$ cat config.mk
export PLATFORM = sky130hd
export DESIGN_NAME = podium_permutation_gen
export DESIGN_NICKNAME = d
export VERILOG_FILES = /design/src/rtl/podium_permutation_gen.sv
export SDC_FILE = /design/constraint.sdc
export NUM_CORES = 1
export LEC_CHECK = 0
export BUFFER_PORTS_ARGS = -buffer_cell sky130_fd_sc_hd__buf_2
export CORE_MARGIN = 5
export CORE_UTILIZATION = 25
export CTS_BUF_LIST = sky130_fd_sc_hd__clkbuf_4
export DETAILED_ROUTE_END_ITERATION = 10
export GPL_TIMING_DRIVEN = 0
export SLEW_MARGIN = 25
export SYNTH_ARGS = -nofsm -noshare
export SYNTH_HDL_FRONTEND = slang
export SYNTH_SLANG_ARGS = --single-unit
$ cat constraint.sdc
create_clock -name CLK -period 2.3 [get_ports CLK]
set_input_delay 0.23 -clock CLK [delete_from_list [all_inputs] [get_ports CLK]]
set_output_delay 0.23 -clock CLK [all_outputs]
set_load 0.05 [all_outputs]
$ cat src/rtl/podium_permutation_gen.sv
// Enumerates the 24 permutations of {0,1,2,3} in lexicographic order over VALID/READY.
// Define PODIUM_GEN_IMAP_EN to register the inverse map on IMAP; otherwise IMAP is 8'h00.
module podium_permutation_gen #(
   parameter int WRAP = 0
) (
   input  logic       CLK,
   input  logic       RST,
   input  logic       START,
   input  logic       ABORT,
   input  logic       READY,
   output logic       VALID,
   output logic [1:0] N0,
   output logic [1:0] N1,
   output logic [1:0] N2,
   output logic [1:0] N3,
   output logic [4:0] RANK,
   output logic [7:0] IMAP,
   output logic       DONE
);

   typedef enum logic [1:0] {IDLE, RUN, LAST} state_t;

   // Permutations are packed as {N3,N2,N1,N0}; identity also equals its own inverse.
   localparam logic [7:0] IDENT     = 8'b11_10_01_00;
   localparam logic [4:0] RANK_LAST = 5'd23;

   state_t     state_p0, state_nxt;
   logic [7:0] perm_p0, perm_nxt;
   logic [4:0] rank_p0, rank_nxt;
   logic       vld_p0, vld_nxt;
   logic       done_p0, done_nxt;

   // Pivot i is the largest index with p[i] < p[i+1]; the tail after it is descending.
   function automatic logic [7:0] next_perm(input logic [7:0] cur);
      logic [1:0] p0, p1, p2, p3;
      p0 = cur[1:0];
      p1 = cur[3:2];
      p2 = cur[5:4];
      p3 = cur[7:6];
      if (p2 < p3) begin
         {p2, p3} = {p3, p2};
      end else if (p1 < p2) begin
         if (p3 > p1) {p1, p3} = {p3, p1};
         else         {p1, p2} = {p2, p1};
         {p2, p3} = {p3, p2};
      end else if (p0 < p1) begin
         if      (p3 > p0) {p0, p3} = {p3, p0};
         else if (p2 > p0) {p0, p2} = {p2, p0};
         else              {p0, p1} = {p1, p0};
         {p1, p3} = {p3, p1};
      end
      return {p3, p2, p1, p0};
   endfunction

   always_comb begin
      state_nxt = state_p0;
      perm_nxt  = perm_p0;
      rank_nxt  = rank_p0;
      vld_nxt   = vld_p0;
      done_nxt  = 1'b0;
      if (ABORT) begin
         state_nxt = IDLE;
         perm_nxt  = IDENT;
         rank_nxt  = '0;
         vld_nxt   = 1'b0;
      end else begin
         case (state_p0)
            IDLE: begin
               if (START) begin
                  state_nxt = RUN;
                  perm_nxt  = IDENT;
                  rank_nxt  = '0;
                  vld_nxt   = 1'b1;
               end
            end
            RUN: begin
               if (vld_p0 && READY) begin
                  if (rank_p0 != RANK_LAST) begin
                     perm_nxt = next_perm(perm_p0);
                     rank_nxt = rank_p0 + 5'd1;
                  end else if (WRAP != 0) begin
                     perm_nxt = IDENT;
                     rank_nxt = '0;
                  end else begin
                     // Park data at reset values so IDLE always looks the same.
                     state_nxt = LAST;
                     perm_nxt  = IDENT;
                     rank_nxt  = '0;
                     vld_nxt   = 1'b0;
                     done_nxt  = 1'b1;
                  end
               end
            end
            LAST: begin
               state_nxt = IDLE;
            end
            default: begin
               state_nxt = IDLE;
               perm_nxt  = IDENT;
               rank_nxt  = '0;
               vld_nxt   = 1'b0;
            end
         endcase
      end
   end

   // Output register stage
   always_ff @(posedge CLK or posedge RST) begin
      if (RST) begin
         state_p0 <= IDLE;
         perm_p0  <= IDENT;
         rank_p0  <= '0;
         vld_p0   <= 1'b0;
         done_p0  <= 1'b0;
      end else begin
         state_p0 <= state_nxt;
         perm_p0  <= perm_nxt;
         rank_p0  <= rank_nxt;
         vld_p0   <= vld_nxt;
         done_p0  <= done_nxt;
      end
   end

`ifdef PODIUM_GEN_IMAP_EN
   logic [7:0] imap_p0;

   function automatic logic [1:0] pos_of(input logic [7:0] p, input logic [1:0] v);
      if      (p[1:0] == v) return 2'd0;
      else if (p[3:2] == v) return 2'd1;
      else if (p[5:4] == v) return 2'd2;
      else                  return 2'd3;
   endfunction

   // Derived from the next-state tuple so it lands in the same cycle as N0..N3.
   always_ff @(posedge CLK or posedge RST) begin
      if (RST) imap_p0 <= IDENT;
      else     imap_p0 <= {pos_of(perm_nxt, 2'd3), pos_of(perm_nxt, 2'd2),
                           pos_of(perm_nxt, 2'd1), pos_of(perm_nxt, 2'd0)};
   end

   assign IMAP = imap_p0;
`else
   assign IMAP = 8'h00;
`endif

   assign VALID = vld_p0;
   assign DONE  = done_p0;
   assign RANK  = rank_p0;
   assign N0    = perm_p0[1:0];
   assign N1    = perm_p0[3:2];
   assign N2    = perm_p0[5:4];
   assign N3    = perm_p0[7:6];

endmodule
==> results of run 1 <==
==> synthesized netlist by cell type, types with 2 or more instances <==
library cell and n:
nor2_1 23, a21oi_1 19, o21ai_0 14, dfrtp_1 13
ha_1 12, nand2_1 11, buf_4 8, inv_1 7
a21o_1 6, nand3_1 6, dfstp_2 4, nand2b_1 4
nor2b_1 3, a31oi_1 2, and2_1 2, mux2_1 2
mux2_2 2, o21ai_2 2, o32a_1 2
==> per-stage QoR <==
step / utilization, % / instances
finish: 32.3 / 266
global route: 32.3 / 266
CTS: 30.9 / 261
detailed placement: 30.2 / 257
global placement: 30.2 / 257
floorplan: - / 168
==> logic make-up (layout without fill, tap and decap cells) <==
logic type | Yosys count | after routing | share of synthesized area (%)
AO/OA/AOI/OAI | 54 | 54 | 26.1
flip-flops | 17 | 17 | 31.9
multiplexers | 5 | 5 | 4.07
AND/OR/NAND/NOR | 54 | 54 | 18.3
adder cells (fa/ha/maj) | 12 | 12 | 11.1
buffers and inverters | 17 | 45 | 7.59
other | 1 | 8 | 0.278
XOR/XNOR | 1 | 1 | 0.648
==> per-layer routing <==
metal / up-vias / track usage (%)
met3: 4 / 2.86
met2: 34 / 13.4
met1: 580 / 13.7
met5: - / 0
met4: 0 / 2.19
li1: 629 / -
==> area by class of cell <==
type	instances	area (µm²)
buffer	10	76.3
clock buffer	4	30.0
fill	575	3500
inverter	7	26.3
multi-input combinational	134	887
sequential	17	433
tap	70	87.6
timing repair buffer	24	133
==> state kept, by name (all words and copies together), names as in the netlist <==
register,count
perm_p0,8
VALID,1
state_p0,2
RANK,5
DONE,1
==> path summary, 6_finish.rpt <==
check                      cells after the start                     end                   start  slack (ps)
setup / recovery                               6  perm_p0[4]$_DFFE_PP0P_  perm_p0[7]$_DFFE_PP1P_         120
hold / removal                                 2  perm_p0[1]$_DFFE_PP0P_                     RST         0.9
setup reg to reg                               6  perm_p0[4]$_DFFE_PP0P_  perm_p0[7]$_DFFE_PP1P_         120
hold reg to reg                                1     RANK[4]$_DFFE_PP0P_     RANK[4]$_DFFE_PP0P_         500
max in group asynchronous                      2  perm_p0[3]$_DFFE_PP0P_                     RST        1850
min in group CLK                               3          DONE$_DFF_PP0_                   READY         240
==> what timing repair did <==
item                       4_1_cts  5_1_grt
setup buffers                    0        5
setup endpoints to repair        1        4
resized for setup                1        7
pin swaps                        0        1
==> where the power goes <==
| part | switching [µW] | total [µW] | internal, µW |
|---|---|---|---|
| combinational | 634 | 999 | 365 |
| sequential | 74.1 | 428 | 354 |
| clock | 103 | 183 | 79.3 |
==> critical path, stage by stage, from the launching register on <==
cell and delay (ps):
dfstp_2 660, ha_1 280, nor2b_1 160, o21ai_4 250, nand2_1 100, a31oi_2 260
mux2_2 360
==> reports/metrics.cfg, run 1 <==
[synthesis]
synth_top_area_share_pct = 24.1
syn_inst = 161
synth_ff_type = dfrtp_1
netlist_area_mm2 = 0.00135
synthArstFlopShare_pct = 100
syn_avg_cell_area_um2 = 8.39
synth.distinct_cells = 38
synth_area_leaders = dfrtp_1, ha_1, dfstp_2
ys_ff_latch = 17
yosys_warnings = 0
synth-seq-area-share_pct = 31.9
synth_edf_count = 0
yosysTopAreaCell = dfrtp_1

[timing]
post-route-period-util_pct = 94.7
tightest_slew_ps = 649
hold-worst-slack_ps = 0.937
finalCriticalPeriod_ps = 2180
worst_slack_ps = 121
tns_ps = 0
setup_viol = 0
max_freq_mhz = 459
rsz0062_at_grt = no
skew_ps = 0.956
finalMaxSlewViolations = 0
hold_viol = 0
relSlewSlack_pct = 56.7

[routing]
drt_first_pass_iters = 4
highest_layer = met4
routed_wl_mm = 3.29
drtAntennaViolNets = 0
drc = 0
vias = 1247
via_per_inst = 4.69
wl_met3_um = 175
met1_length_mm = 1.70
wire_per_inst_um = 12.4
dr.first_iter.drc_count = 70
wl_met2_mm = 1.37

[clocking]
clk_pin_slew_ps = 110
cts_sinks = 17
cts_buffer_depth = 2
cts_hold_buf = 0
clkLatencyLatePin_ps = 300
cts_tree = done
cts_buffers = 3
htreeDepth = 1
root_buffer = clkbuf_4

[critical_path]
arrival_ps = 2370
start_kind = flop
crit_path_max_fanout = 10
endpoint_kind = flop
critPathKind = flop to flop
cp.required_ps = 2490

[floorplan]
dieWidth_um = 83.5
row_count = 26
pin_count = 28
start_util_pct = 26.1
fp.dieH_um = 83.5
dieArea_mm2 = 0.00698
core_area_mm2 = 0.00517

[placed_design]
io_buffers = 19
hpwl_mm = 2.42
post-place-ws_ps = 3.87
globalplace.congestion = 0.868
placed_area_mm2 = 0.00156

[hold_path]
min_path_type = input pin to asynchronous set/reset pin

[power_and_ir_drop]
finalPower_uw = 1610
ir_worst_vdd_mv = 0.556
p_leak_uw = 0.000823
powerDensity_mw_per_mm2 = 963

[flow_run]
max_cap_violations = 0

[finish]
fin_area_mm2 = 0.00167
layout_common_cells = nor2_1, buf_2, a21oi_1
diodes = 0
final_common_cell = nor2_1
layout.nets = 214
drive_gt1_share_pct = 29.6
syn2layout_area_growth_pct = 23.8

[global_route]
grt_use_total_pct = 9.38
grt_pass1_vias = 1153
antenna_found_initial = 0
grt_overflow = 0
grt_pass1_wl_mm = 5.45
grt_max_degree = 18

[status]
status = finished clean

No activity file was read; power rests on OpenSTA's default activity.
==> run 2: changes to the inputs <==
--- a/config.mk
+++ b/config.mk
@@ -6,11 +6,14 @@
 export NUM_CORES = 1
 export LEC_CHECK = 0
 export BUFFER_PORTS_ARGS = -buffer_cell sky130_fd_sc_hd__buf_2
+export CELL_PAD_IN_SITES_DETAIL_PLACEMENT = 1
+export CELL_PAD_IN_SITES_GLOBAL_PLACEMENT = 2
 export CORE_MARGIN = 5
 export CORE_UTILIZATION = 25
 export CTS_BUF_LIST = sky130_fd_sc_hd__clkbuf_4
 export DETAILED_ROUTE_END_ITERATION = 10
 export GPL_TIMING_DRIVEN = 0
+export PLACE_DENSITY_LB_ADDON = 0.1
 export SLEW_MARGIN = 25
 export SYNTH_ARGS = -nofsm -noshare
 export SYNTH_HDL_FRONTEND = slang
==> reports/metrics.cfg, run 2 (synthesized netlist as in run 1, its figures left out) <==
[finish]
syn2layout_area_growth_pct = 24.7
multi_input_area_um2 = 887  ; unchanged
regMostFlops = perm_p0
fill_cells = 614  ; +6.8%
layout.nets = 216  ; +0.93%
stdcell_count = 268  ; +0.75%
layout_common_cells = nor2_1, buf_2, a21oi_1
seqCellArea_um2 = 433  ; unchanged
drive_gt1_share_pct = 31.8  ; +2.2 points
diodes = 0  ; unchanged
largest_register_ffs = 8  ; unchanged

[power_and_ir_drop]
finalPower_uw = 1630  ; +1.4%
ir_worst_vdd_mv = 0.321  ; -42%
powerDensity_mw_per_mm2 = 969  ; +0.66%
p_leak_uw = 0.000829  ; +0.68%

[global_route]
grt_use_total_pct = 11.6  ; +2.2 points
antenna_found_initial = 0  ; unchanged
grt_pass1_wl_mm = 6.84  ; +25%
grt_max_degree = 18  ; unchanged
grt_overflow = 0  ; unchanged
grt_pass1_vias = 1396  ; +21%

[routing]
dr.first_iter.drc_count = 34  ; -51%
drc = 0  ; unchanged
vias = 1294  ; +3.8%
drt_first_pass_iters = 4  ; unchanged
routed_wl_mm = 3.98  ; +21%
via_per_inst = 4.83  ; +3.0%
drtAntennaViolNets = 0  ; unchanged
wire_per_inst_um = 14.8  ; +20%

[timing]
post-route-period-util_pct = 95.2  ; +0.50 points
finalCriticalPeriod_ps = 2190  ; +11.5 ps
setup_viol = 0  ; unchanged
worst_slack_ps = 110  ; -11.5 ps
skew_ps = 7.73  ; +6.77 ps
finalMaxSlewViolations = 0  ; unchanged
max_freq_mhz = 457  ; -0.53%
hold-worst-slack_ps = 20.9  ; +20.0 ps
hold_viol = 0  ; unchanged
relSlewSlack_pct = 54.0  ; -2.6 points
rsz0062_at_grt = yes
tightest_slew_ps = 689  ; +39.5 ps

[floorplan]
start_util_pct = 26.1  ; unchanged
fp.dieH_um = 83.5  ; unchanged
row_count = 26  ; unchanged
dieWidth_um = 83.5  ; unchanged
dieArea_mm2 = 0.00698  ; unchanged
core_area_mm2 = 0.00517  ; unchanged
pin_count = 28  ; unchanged

[critical_path]
rrSetupSlack_ps = 110  ; about the same
start_kind = flop
endpoint_kind = flop
crit_path_max_fanout = 9  ; -1
reg2reg_from = perm_p0[7]$_DFFE_PP1P_
arrival_ps = 2390  ; +20 ps
reg2reg_to = perm_p0[4]$_DFFE_PP0P_
cp.required_ps = 2490  ; about the same
critPathKind = flop to flop
ff2ff_path_depth = 6  ; unchanged

[hold_path]
min_path_type = input pin to asynchronous set/reset pin

[clocking]
cts_tree = done
clk_pin_slew_ps = 110  ; about the same
cts_buffers = 3  ; unchanged
root_buffer = clkbuf_4
cts_sinks = 17  ; unchanged
cts_buffer_depth = 2  ; unchanged
cts_hold_buf = 0  ; unchanged
htreeDepth = 1  ; unchanged
clkLatencyLatePin_ps = 290  ; about the same

[placed_design]
post-place-ws_ps = -117  ; -121 ps
dp.cells = 257  ; unchanged
globalplace.congestion = 0.791  ; -8.8%
io_buffers = 19  ; unchanged
hpwl_mm = 3.09  ; +28%

[flow_run]
max_cap_violations = 0  ; unchanged

[status]
status = finished clean

-- run 2: through the flow --
stage	util [%]	area (µm²)	TNS [ps]
final	32.6	1690	0
after global routing	32.6	1690	-53.8
after CTS	31.2	1610	0
after detailed placement	30.2	1560	-203
after global placement	30.2	1560	-176
after floorplan	-	1380	0
-- run 2: critical path, stage by stage, from the launching register on --
cell and delay, ps:
dfstp_2 660, ha_1 280, nor2b_1 160, o21ai_4 260
nand2_1 100, a31oi_2 260, mux2_2 360
-- run 2: routing by layer --
metal | share of wire (%) | GRT usage [%] | up-vias
li1 | - | - | 634
met1 | 45 | 13.9 | 634
met2 | 51 | 21.4 | 20
met3 | 2.7 | 1.88 | 6
met4 | 1.4 | 3.07 | 0
met5 | 0 | 0 | -
-- run 2: worst max path at each step --
stage | from | endpoint | slack [ps] | cells after the start
after floorplan | perm_p0[5]$_DFFE_PP1P_ | perm_p0[4]$_DFFE_PP0P_ | 20 | 6
after global placement | perm_p0[5]$_DFFE_PP1P_ | perm_p0[4]$_DFFE_PP0P_ | -120 | 6
after detailed placement | perm_p0[5]$_DFFE_PP1P_ | perm_p0[4]$_DFFE_PP0P_ | -120 | 6
after CTS | perm_p0[7]$_DFFE_PP1P_ | perm_p0[7]$_DFFE_PP1P_ | 5 | 7
after global routing | perm_p0[5]$_DFFE_PP1P_ | perm_p0[4]$_DFFE_PP0P_ | -30 | 6
final | perm_p0[7]$_DFFE_PP1P_ | perm_p0[4]$_DFFE_PP0P_ | 110 | 6
-- run 2: layout make-up --
class	instances	area share, %
plain buffers	10	4.53
clock buffers	3	1.34
clock inverters	1	0.297
inverters	7	1.56
multi-input cells	134	52.6
flip-flops and latches	17	25.7
well taps	70	5.20
repair buffers	26	8.76
-- run 2: what timing repair did --
action	in CTS	in global routing
buffers inserted	0	7
gates resized for setup	4	6
pin swaps	0	3
endpoints found under the setup margin	3	6
-- run 2: where the power goes --
group / switching [µW] / internal (µW) / leakage (µW) / total (µW)
registers: 71.5 / 354 / 0.000215 / 426
clock network: 102 / 64.7 / 0.0000177 / 167
logic: 654 / 386 / 0.000596 / 1040
==> run 3: changes to the inputs <==
--- a/config.mk
+++ b/config.mk
@@ -8,7 +8,7 @@
 export BUFFER_PORTS_ARGS = -buffer_cell sky130_fd_sc_hd__buf_2
 export CELL_PAD_IN_SITES_DETAIL_PLACEMENT = 1
 export CELL_PAD_IN_SITES_GLOBAL_PLACEMENT = 2
-export CORE_MARGIN = 5
+export CORE_MARGIN = 1
 export CORE_UTILIZATION = 25
 export CTS_BUF_LIST = sky130_fd_sc_hd__clkbuf_4
 export DETAILED_ROUTE_END_ITERATION = 10
==> constraint.sdc (replaced) <==
create_clock -name CLK -period 2.1 [get_ports CLK]
set_input_delay 0.21 -clock CLK [delete_from_list [all_inputs] [get_ports CLK]]
set_output_delay 0.21 -clock CLK [all_outputs]
set_load 0.05 [all_outputs]
==> reports/metrics.cfg, run 3 (synthesized netlist as in run 1, its figures left out) <==
[finish]
layout_common_cells = buf_4, buf_2, nor2_1
fill_cells = 610  ; -0.65%
largest_register_ffs = 8  ; unchanged
final_common_cell = buf_4
layout.nets = 225  ; +4.2%
syn2layout_area_growth_pct = 42.3
fin_area_mm2 = 0.00192  ; +14%
postLayoutCoreUtil_pct = 37.2  ; +4.6 points
regMostFlops = perm_p0
diodes = 0  ; unchanged
drive_gt1_share_pct = 44.9  ; +13 points

[critical_path]
cpPeakStageDelay_ps = 700  ; +40 ps
timing.critical_path.cells = ha_4 > nor2b_2 > o21ai_4 > nand2_1 > a31oi_4 > mux2_4
arrival_ps = 2250  ; -140 ps
setup.worst_path.start = perm_p0[7]$_DFFE_PP1P_
rrSetupSlack_ps = 30  ; -80 ps
endpoint_kind = flop
reg2reg_from = perm_p0[7]$_DFFE_PP1P_
crit_path_max_fanout = 7  ; -2
reg2reg_to = perm_p0[4]$_DFFE_PP0P_
path_delay_family = flip-flops
start_kind = flop
setup.worst_path.end = perm_p0[4]$_DFFE_PP0P_
critPathKind = flop to flop
cpMaxStageDelayCell = dfstp_4
cp.required_ps = 2280  ; -210 ps
ff2ff_path_depth = 6  ; unchanged
worst-path-stages = 6  ; unchanged
path_buf_inv = 0  ; unchanged

[floorplan]
core_area_mm2 = 0.00517  ; unchanged
pin_count = 28  ; unchanged
fp.dieH_um = 75.5  ; -9.6%
row_count = 26  ; unchanged
dieWidth_um = 75.5  ; -9.6%
dieArea_mm2 = 0.00570  ; -18%
start_util_pct = 26.1  ; unchanged

[global_route]
grt_use_total_pct = 15.1  ; +3.4 points
grt_pass1_wl_mm = 6.48  ; -5.2%
grt_overflow = 0  ; unchanged
grt_pass1_vias = 1301  ; -6.8%
grt_max_degree = 18  ; unchanged
antenna_found_initial = 0  ; unchanged

[timing]
post-route-period-util_pct = 98.4  ; +3.2 points
tightest_slew_ps = 688  ; -1.14 ps
setup_viol = 0  ; unchanged
relSlewSlack_pct = 54.1  ; +0.076 points
tns_ps = 0  ; unchanged
finalMaxSlewViolations = 0  ; unchanged
hold-worst-slack_ps = 5.86  ; -15.1 ps
hold_viol = 0  ; unchanged
finalCriticalPeriod_ps = 2070  ; -123 ps
max_freq_mhz = 484  ; +6.0%
skew_ps = 4.58  ; -3.15 ps
worst_slack_ps = 33.1  ; -76.6 ps

[routing]
wire_per_inst_um = 14.6  ; -1.4%
via_per_inst = 4.79  ; -0.71%
routed_wl_mm = 4.05  ; +1.9%
dr.first_iter.drc_count = 54  ; +59%
drtAntennaViolNets = 0  ; unchanged
drt_first_pass_iters = 4  ; unchanged
drc = 0  ; unchanged
vias = 1328  ; +2.6%

[power_and_ir_drop]
p_leak_uw = 0.000886  ; +6.9%
powerDensity_mw_per_mm2 = 1110  ; +14%
ir_worst_vdd_mv = 0.381  ; +19%

[placed_design]
post-place-ws_ps = -85.8  ; +31.1 ps
hpwl_mm = 2.90  ; -6.2%
io_buffers = 19  ; unchanged
globalplace.congestion = 0.804  ; +1.6%
placed_area_mm2 = 0.00163  ; +4.2%

[clocking]
cts_buffers = 3  ; unchanged
cts_sinks = 17  ; unchanged
clkLatencyLatePin_ps = 290  ; about the same
cts_buffer_depth = 2  ; unchanged
cts_tree = done
clk_pin_slew_ps = 100  ; about the same
cts_hold_buf = 0  ; unchanged
htreeDepth = 1  ; unchanged
root_buffer = clkbuf_4

[flow_run]
max_cap_violations = 0  ; unchanged

[status]
status = finished clean

[hold_path]
min_path_type = input pin to asynchronous set/reset pin

run 3: cell count changes in the layout (fill, tap and decap cells not counted), sizes merged:
cell,change
a21oi,+1
buf,+8
run 3: repair_timing:
action | 4_1_cts | 5_1_grt
gates resized for setup | 5 | 27
setup endpoints to repair | 6 | 7
buffers inserted | 9 | 6
pin swaps | 7 | 15
cloned | 0 | 1
run 3: area by class of cell:
| cell class | count | area (µm²) | area share, % |
|---|---|---|---|
| clock buffer | 3 | 22.5 | 1.17 |
| sequential | 17 | 442 | 23.0 |
| timing repair buffer | 34 | 211 | 11.0 |
| clock inverter | 1 | 5.00 | 0.260 |
| tap | 70 | 87.6 | 4.55 |
| inverter | 7 | 26.3 | 1.37 |
| multi-input combinational | 135 | 1050 | 54.7 |
| buffer | 10 | 76.3 | 3.97 |
run 3: how the worst min path moves through the flow:
stage | to | slack [ps] | depth (start not counted)
after global routing | perm_p0[3]$_DFFE_PP0P_ | 60 | 2
after detailed placement | perm_p0[4]$_DFFE_PP0P_ | 350 | 2
after global placement | perm_p0[4]$_DFFE_PP0P_ | 350 | 2
final | perm_p0[3]$_DFFE_PP0P_ | 6 | 2
after CTS | perm_p0[4]$_DFFE_PP0P_ | 10 | 2
after floorplan | DONE$_DFF_PP0_ | 130 | 1
run 3: where the power goes:
group	switching, µW	internal [µW]	leakage [µW]
Clock	103	70.8	0.0000177
Sequential	76.4	391	0.000214
Combinational	844	647	0.000655
Total	1020	1110	0.000886
run 3: per-layer routing:
layer / global-route usage, % / vias to the layer above / routed length, µm
met3: 1.59 / 2 / 122
met5: 0 / - / 0
met1: 19.7 / 643 / 1880
met2: 26.6 / 29 / 2030
li1: - / 654 / -
met4: 3.70 / 0 / 20
run 3: through the flow:
| stage | total power (µW) | instances |
|---|---|---|
| 3_5_place_dp | 1550 | 257 |
| 3_3_place_gp | 1540 | 257 |
| 5_1_grt | 2300 | 277 |
| 4_1_cts | 1870 | 270 |
| 6_report | 2130 | 277 |
| 2_1_floorplan | 1300 | 168 |
